**src/rtl/perceptron_ctrl_if.sv**
```systemverilog
// ---------------------------------------------------------------------------
// perceptron_ctrl_if
//   Bundles every byte/handshake signal around the perceptron packet
//   sequencer: UART RX/TX byte streams, the weight/input register write port
//   and the calculation start/done handshake.
//
//   master modport : the sequencer (perceptron_ctrl)
//   slave  modport : the surrounding UART + perceptron datapath
//
//   rx_valid/rx_data      received byte pulse and value
//   tx_ready/tx_valid/tx_data  transmit handshake and byte
//   w_we/x_we/wr_idx/wr_data   weight/input register write port
//   calc_start/calc_done/calc_result  calculation handshake and 16-bit result
//   busy/pkt_err          status outputs
// ---------------------------------------------------------------------------
interface perceptron_ctrl_if;
  logic        rx_valid;
  logic [7:0]  rx_data;
  logic        tx_ready;
  logic        tx_valid;
  logic [7:0]  tx_data;
  logic        w_we;
  logic        x_we;
  logic [1:0]  wr_idx;
  logic [7:0]  wr_data;
  logic        calc_start;
  logic        calc_done;
  logic [15:0] calc_result;
  logic        busy;
  logic        pkt_err;

  modport master (
    input  rx_valid, rx_data, tx_ready, calc_done, calc_result,
    output tx_valid, tx_data, w_we, x_we, wr_idx, wr_data,
           calc_start, busy, pkt_err
  );

  modport slave (
    output rx_valid, rx_data, tx_ready, calc_done, calc_result,
    input  tx_valid, tx_data, w_we, x_we, wr_idx, wr_data,
           calc_start, busy, pkt_err
  );
endinterface

```
**src/rtl/perceptron_ctrl.sv**
```systemverilog
// ---------------------------------------------------------------------------
// perceptron_ctrl
//   Host-packet sequencer for the perceptron core. Decodes packets of the
//   form [ADDR][OPCODE][N_IN data bytes] arriving from the UART receiver,
//   writes weight (opcode 0) or input (opcode 1) registers, starts a
//   calculation after an input load and returns the 16-bit result as two
//   bytes (high first) over the UART transmitter.
//
//   Parameters:
//     ADDR     node address; packets for other nodes are skipped
//     N_IN     data bytes per packet
//     TIMEOUT  idle clk cycles tolerated between bytes of one packet
//
//   Ports:
//     clk   system clock
//     nRst  synchronous active-low reset
//     bus   perceptron_ctrl_if.master (RX/TX bytes, register writes,
//           calc handshake, busy, pkt_err)
// ---------------------------------------------------------------------------
module perceptron_ctrl #(
  parameter logic [7:0] ADDR    = 8'd100,
  parameter int         N_IN    = 4,
  parameter int         TIMEOUT = 100000
) (
  input  logic                    clk,
  input  logic                    nRst,
  perceptron_ctrl_if.master       bus
);

  typedef enum logic [2:0] {
    IDLE,
    OPC,
    DATA,
    SKIP,
    CALC,
    TXH,
    TXL
  } state_t;

  localparam int TO_W = $clog2(TIMEOUT + 1);
  localparam int SK_W = $clog2(N_IN + 2);

  localparam logic [1:0]      LAST_IDX  = 2'(N_IN - 1);
  localparam logic [TO_W-1:0] TO_LAST   = TO_W'(TIMEOUT - 1);
  localparam logic [SK_W-1:0] SKIP_PKT  = SK_W'(N_IN + 1);
  localparam logic [SK_W-1:0] SKIP_DATA = SK_W'(N_IN);
  localparam logic [SK_W-1:0] SKIP_ONE  = SK_W'(1);

  state_t          state;
  logic [1:0]      idx;
  logic            is_input;
  logic [SK_W-1:0] skip_cnt;
  logic [TO_W-1:0] to_cnt;
  logic            start_pend;
  logic [7:0]      tx_lo;

  // Single registered FSM. Strobe outputs default low every cycle so each
  // assignment below produces exactly a one-cycle pulse.
  always_ff @(posedge clk) begin
    if (!nRst) begin
      state          <= IDLE;
      idx            <= '0;
      is_input       <= 1'b0;
      skip_cnt       <= '0;
      to_cnt         <= '0;
      start_pend     <= 1'b0;
      tx_lo          <= '0;
      bus.tx_valid   <= 1'b0;
      bus.tx_data    <= '0;
      bus.w_we       <= 1'b0;
      bus.x_we       <= 1'b0;
      bus.wr_idx     <= '0;
      bus.wr_data    <= '0;
      bus.calc_start <= 1'b0;
      bus.busy       <= 1'b0;
      bus.pkt_err    <= 1'b0;
    end else begin
      bus.w_we       <= 1'b0;
      bus.x_we       <= 1'b0;
      bus.calc_start <= 1'b0;
      bus.pkt_err    <= 1'b0;

      case (state)
        IDLE: begin
          to_cnt <= '0;
          idx    <= '0;
          if (bus.rx_valid) begin
            if (bus.rx_data == ADDR) begin
              state <= OPC;
            end else begin
              // Foreign packet: swallow its opcode plus all data bytes.
              state    <= SKIP;
              skip_cnt <= SKIP_PKT;
            end
          end
        end

        OPC, DATA, SKIP: begin
          if (bus.rx_valid) begin
            to_cnt <= '0;
            case (state)
              OPC: begin
                idx <= '0;
                if (bus.rx_data == 8'd0) begin
                  is_input <= 1'b0;
                  state    <= DATA;
                end else if (bus.rx_data == 8'd1) begin
                  is_input <= 1'b1;
                  state    <= DATA;
                end else begin
                  state       <= SKIP;
                  skip_cnt    <= SKIP_DATA;
                  bus.pkt_err <= 1'b1;
                end
              end

              DATA: begin
                if (is_input) begin
                  bus.x_we <= 1'b1;
                end else begin
                  bus.w_we <= 1'b1;
                end
                bus.wr_idx  <= idx;
                bus.wr_data <= bus.rx_data;
                if (idx == LAST_IDX) begin
                  idx <= '0;
                  if (is_input) begin
                    // calc_start goes out one cycle after the last x_we.
                    state      <= CALC;
                    start_pend <= 1'b1;
                    bus.busy   <= 1'b1;
                  end else begin
                    state <= IDLE;
                  end
                end else begin
                  idx <= idx + 2'd1;
                end
              end

              default: begin
                if (skip_cnt == SKIP_ONE) begin
                  state <= IDLE;
                end
                skip_cnt <= skip_cnt - SKIP_ONE;
              end
            endcase
          end else if (to_cnt == TO_LAST) begin
            // Inter-byte silence too long: abandon the packet. Registers
            // already written keep their values.
            state       <= IDLE;
            idx         <= '0;
            to_cnt      <= '0;
            bus.pkt_err <= 1'b1;
          end else begin
            to_cnt <= to_cnt + 1'b1;
          end
        end

        CALC: begin
          if (bus.rx_valid) begin
            bus.pkt_err <= 1'b1;
          end
          if (start_pend) begin
            start_pend     <= 1'b0;
            bus.calc_start <= 1'b1;
          end else if (bus.calc_done) begin
            tx_lo        <= bus.calc_result[7:0];
            bus.tx_valid <= 1'b1;
            bus.tx_data  <= bus.calc_result[15:8];
            state        <= TXH;
          end
        end

        TXH: begin
          if (bus.rx_valid) begin
            bus.pkt_err <= 1'b1;
          end
          if (bus.tx_ready) begin
            bus.tx_data <= tx_lo;
            state       <= TXL;
          end
        end

        TXL: begin
          if (bus.rx_valid) begin
            bus.pkt_err <= 1'b1;
          end
          if (bus.tx_ready) begin
            bus.tx_valid <= 1'b0;
            bus.busy     <= 1'b0;
            state        <= IDLE;
          end
        end

        default: begin
          state <= IDLE;
        end
      endcase
    end
  end

endmodule

```
**src/flat_wrapper.sv**
```systemverilog
// flat-port wrapper written by rule: the top's interface ports become plain ports
module perceptron_ctrl_flat 
#(
  parameter logic [7:0] ADDR    = 8'd100,
  parameter int         N_IN    = 4,
  parameter int         TIMEOUT = 100000
)
  (clk, nRst, bus_rx_valid, bus_rx_data, bus_tx_ready, bus_calc_done, bus_calc_result, bus_tx_valid, bus_tx_data, bus_w_we, bus_x_we, bus_wr_idx, bus_wr_data, bus_calc_start, bus_busy, bus_pkt_err);
  perceptron_ctrl_if bus_i ();
  input  logic clk;
  input  logic nRst;
  input wire logic [$bits(bus_i.rx_valid)-1:0] bus_rx_valid;
  input wire logic [$bits(bus_i.rx_data)-1:0] bus_rx_data;
  input wire logic [$bits(bus_i.tx_ready)-1:0] bus_tx_ready;
  input wire logic [$bits(bus_i.calc_done)-1:0] bus_calc_done;
  input wire logic [$bits(bus_i.calc_result)-1:0] bus_calc_result;
  output wire logic [$bits(bus_i.tx_valid)-1:0] bus_tx_valid;
  output wire logic [$bits(bus_i.tx_data)-1:0] bus_tx_data;
  output wire logic [$bits(bus_i.w_we)-1:0] bus_w_we;
  output wire logic [$bits(bus_i.x_we)-1:0] bus_x_we;
  output wire logic [$bits(bus_i.wr_idx)-1:0] bus_wr_idx;
  output wire logic [$bits(bus_i.wr_data)-1:0] bus_wr_data;
  output wire logic [$bits(bus_i.calc_start)-1:0] bus_calc_start;
  output wire logic [$bits(bus_i.busy)-1:0] bus_busy;
  output wire logic [$bits(bus_i.pkt_err)-1:0] bus_pkt_err;
  assign bus_i.rx_valid = bus_rx_valid;
  assign bus_i.rx_data = bus_rx_data;
  assign bus_i.tx_ready = bus_tx_ready;
  assign bus_i.calc_done = bus_calc_done;
  assign bus_i.calc_result = bus_calc_result;
  assign bus_tx_valid = bus_i.tx_valid;
  assign bus_tx_data = bus_i.tx_data;
  assign bus_w_we = bus_i.w_we;
  assign bus_x_we = bus_i.x_we;
  assign bus_wr_idx = bus_i.wr_idx;
  assign bus_wr_data = bus_i.wr_data;
  assign bus_calc_start = bus_i.calc_start;
  assign bus_busy = bus_i.busy;
  assign bus_pkt_err = bus_i.pkt_err;
  perceptron_ctrl #(.ADDR(ADDR), .N_IN(N_IN), .TIMEOUT(TIMEOUT)) u_core (.clk(clk), .nRst(nRst), .bus(bus_i));
endmodule
```
**config.mk**
```make
export PLATFORM = sky130hd
export DESIGN_NAME = perceptron_ctrl_flat
export DESIGN_NICKNAME = d
export VERILOG_FILES = /design/src/rtl/perceptron_ctrl_if.sv /design/src/rtl/perceptron_ctrl.sv /design/src/flat_wrapper.sv
export SDC_FILE = /design/constraint.sdc
export NUM_CORES = 1
export LEC_CHECK = 0
export ABC_AREA = 1
export BUFFER_PORTS_ARGS = -buffer_cell sky130_fd_sc_hd__buf_2
export CORE_ASPECT_RATIO = 0.5
export CORE_MARGIN = 10
export CORE_UTILIZATION = 25
export DETAILED_ROUTE_END_ITERATION = 8
export REMOVE_ABC_BUFFERS = 1
export SLEW_MARGIN = 25
export SYNTH_ARGS = -nofsm -noshare
export SYNTH_HDL_FRONTEND = slang
export SYNTH_SLANG_ARGS = --single-unit
```
**constraint.sdc**
```tcl
create_clock -name clk -period 1.38 [get_ports clk]
set_input_delay 0.069 -clock clk [delete_from_list [all_inputs] [get_ports clk]]
set_output_delay 0.069 -clock clk [all_outputs]
set_load 0.02 [all_outputs]
```
==> impl_metrics.json <==
{
  "power_density_mw_per_mm2": 1600,
  "yosysUniqueCellTypes": 32,
  "overflow": 0,
  "core_mm2": 0.0110,
  "min_period_ns": 1.42,
  "r2r_cells": 9,
  "io_pins": 53,
  "grt_pass1_wl_um": 13600,
  "drt_wl_total_um": 8220,
  "crit_path_end_kind": "flip-flop",
  "final-setup-viol-count": 8,
  "cts_buffers": 9,
  "antenna_found_initial": 0,
  "drc_errors": 0,
  "crit_required_ns": 1.63,
  "die_h_um": 95.1,
  "leakage_nw": 1.95,
  "failed_checks": "negative setup slack",
  "drt_iter0_drc": 224,
  "ys_seq_area_share_pct": 41.9,
  "hold_violations": 0,
  "ir_worst_vdd_uv": 758,
  "nNetsFinal": 571,
  "post-dp-hpwl_um": 6020,
  "final_common_cell": "nand2_1",
  "place_congestion": 0.898,
  "max_freq_mhz": 705,
  "grt_start_max_net_pins": 22,
  "antenna_cells": 0,
  "dp.cells": 648,
  "max_slew.worst_pin.slew_ns": 0.567,
  "clock_path_buffers": 2,
  "wire_per_inst_um": 12.0,
  "synth_cells": 409,
  "fin_cells": 688,
  "slew_violations": 0,
  "layout-drive-gt1-share_pct": 40.1,
  "hold-worst-slack_ns": 0.0115,
  "drv_cap": 0,
  "startpoint_type": "flip-flop",
  "skew_ns": 0.00676,
  "grt_pass1_vias": 2882,
  "root_buffer": "clkbuf_16",
  "fp.dieW_um": 170,
  "outcome": "complete, but fails checks",
  "path_class": "reg2reg",
  "rsz0062_at_grt": "true",
  "num_rows": 27,
  "worstHoldPathCells": 3,
  "max-slew-margin-rel_pct": 62.2,
  "die_area_mm2": 0.0162,
  "start_util_pct": 25.6,
  "vias": 3035,
  "clkSinkCount": 59,
  "clkTransAtPathRegs_ns": 0.05,
  "clock_latency_ns": 0.33,
  "cp_data_arrival_time_ns": 1.66,
  "mostFrequentLayoutCells": "nand2_1, nor2_1, buf_4, dfxtp_1, buf_2",
  "detail-route-antenna-nets": 0,
  "grt_use_total_pct": 10.2,
  "cts_tree": "yes",
  "synth_warnings": 0,
  "layout_setup_ws_ns": -0.0383,
  "ys_seq_elements": 59,
  "vias_per_cell": 4.41,
  "path_max_fanout": 3,
  "timing.final.crit_share_pct": 103,
  "hp-class": "in2reg",
  "drtPass1Iterations": 4,
  "numPortBuffers": 52,
  "avgSynthCellArea_um2": 6.90,
  "htreeDepth": 3,
  "syn_area_mm2": 0.00282,
  "area_growth_pct": 57.9
}
## per-layer routing
metal / GRT usage (%) / vias up / wire, um
met3: 3.34 / 13 / 351
met2: 17.2 / 55 / 3960
met5: 0 / - / 0
met4: 4.35 / 0 / 162
met1: 11.9 / 1381 / 3750
li1: - / 1586 / -
## critical path, cell delays in order (launching register included)
cell	delay, ns
dfxtp_2	0.35
buf_4	0.12
nand3_1	0.10
nor2_2	0.14
nand2_2	0.09
nor2_4	0.13
buf_6	0.13
nand2_1	0.06
nand2_1	0.05
nor3b_1	0.16
## cells by family (layout without fill, tap and decap cells)
family / after synthesis / in the layout / share of synthesized area, %
and+or+nand+nor: 233 / 233 / 36.2
AOI/OAI and AO/OA: 59 / 59 / 11.2
DFF: 59 / 59 / 41.9
buffers and inverters: 51 / 185 / 8.03
adders and majority gates: 4 / 4 / 1.77
xor gates and xnor gates: 3 / 3 / 0.931
## final timing paths
check / startpoint / end / slack [ns]
worst max register to register: u_core.to_cnt[0] / u_core.to_cnt[9] / -0.04
worst min-delay path: bus_calc_result[0] / u_core.tx_lo[0] / 0.01
worst max-delay path: u_core.to_cnt[0] / u_core.to_cnt[9] / -0.04
worst min register to register: u_core.is_input / u_core.bus.w_we / 0.43
## sequential cells by signal (all words and copies together) (netlist names)
name                   cells
u_core.bus.busy            1
u_core.bus.calc_start      1
u_core.bus.pkt_err         1
u_core.bus.tx_data         8
u_core.bus.tx_valid        1
u_core.bus.w_we            1
u_core.bus.wr_data         8
u_core.bus.wr_idx          2
u_core.bus.x_we            1
u_core.idx                 2
u_core.is_input            1
u_core.skip_cnt            3
u_core.start_pend          1
u_core.state               3
u_core.to_cnt             17
u_core.tx_lo               8
## repair_timing
item,CTS,global route
endpoints found under the hold margin,9,0
pin swaps,18,14
resized for setup,42,55
hold buffers,9,0
setup endpoints to repair,43,54
cloned,1,0
setup buffers,11,3
## area by class of cell
cell class                 count  area (um2)
sequential                    59        1190
tap                          145         181
timing repair buffer         129         921
fill                        1121        6560
clock inverter                 4        72.6
inverter                      40         155
clock buffer                  12         256
multi-input combinational    299        1680
## per-stage QoR
| stage | power (mW) | utilization, % | setup slack [ns] | setup TNS [ns] | cell area (um2) |
|---|---|---|---|---|---|
| after floorplan | 3.33 | - | -0.199 | -2.70 | 2750 |
| after global placement | 4.19 | 32.7 | -0.125 | -2.45 | 3600 |
| after detailed placement | 4.20 | 32.7 | -0.180 | -3.75 | 3600 |
| after CTS | 6.98 | 38.8 | -0.0426 | -0.288 | 4270 |
| after global routing | 7.54 | 40.5 | -0.152 | -2.06 | 4460 |
| final | 7.12 | 40.5 | -0.0383 | -0.117 | 4460 |
## power breakdown
| group | internal, mW | leakage, nW | switching [mW] | total [mW] |
|---|---|---|---|---|
| Combinational | 1.07 | 1.31 | 1.42 | 2.48 |
| Sequential | 2.00 | 0.482 | 0.199 | 2.20 |
| Clock | 1.67 | 0.159 | 0.761 | 2.44 |
| Total | 4.74 | 1.95 | 2.38 | 7.12 |
## cells in the mapped netlist (all sizes together)
| cell | n | area share [%] |
|---|---|---|
| nand2 | 89 | 12 |
| nand3b | 1 | 0.27 |
| clkbuf | 4 | 0.53 |
| nor3 | 13 | 2.7 |
| o22ai | 1 | 0.22 |
| nand4 | 7 | 1.6 |
| a211oi | 2 | 0.53 |
| o21ai | 31 | 5.5 |
| nand3 | 24 | 4.4 |
| inv | 39 | 5.2 |
| o21a | 1 | 0.27 |
| ha | 4 | 1.8 |
| dfxtp | 59 | 42 |
| nor3b | 4 | 1.4 |
| a31oi | 9 | 2.0 |
| buf | 7 | 2.2 |
| xnor2 | 1 | 0.31 |
| xor2 | 2 | 0.62 |
| or2 | 1 | 0.22 |
| a21oi | 15 | 2.7 |
| nor2 | 94 | 14 |
| clkinv | 1 | 0.13 |
No activity file was read; power rests on OpenSTA's default activity.
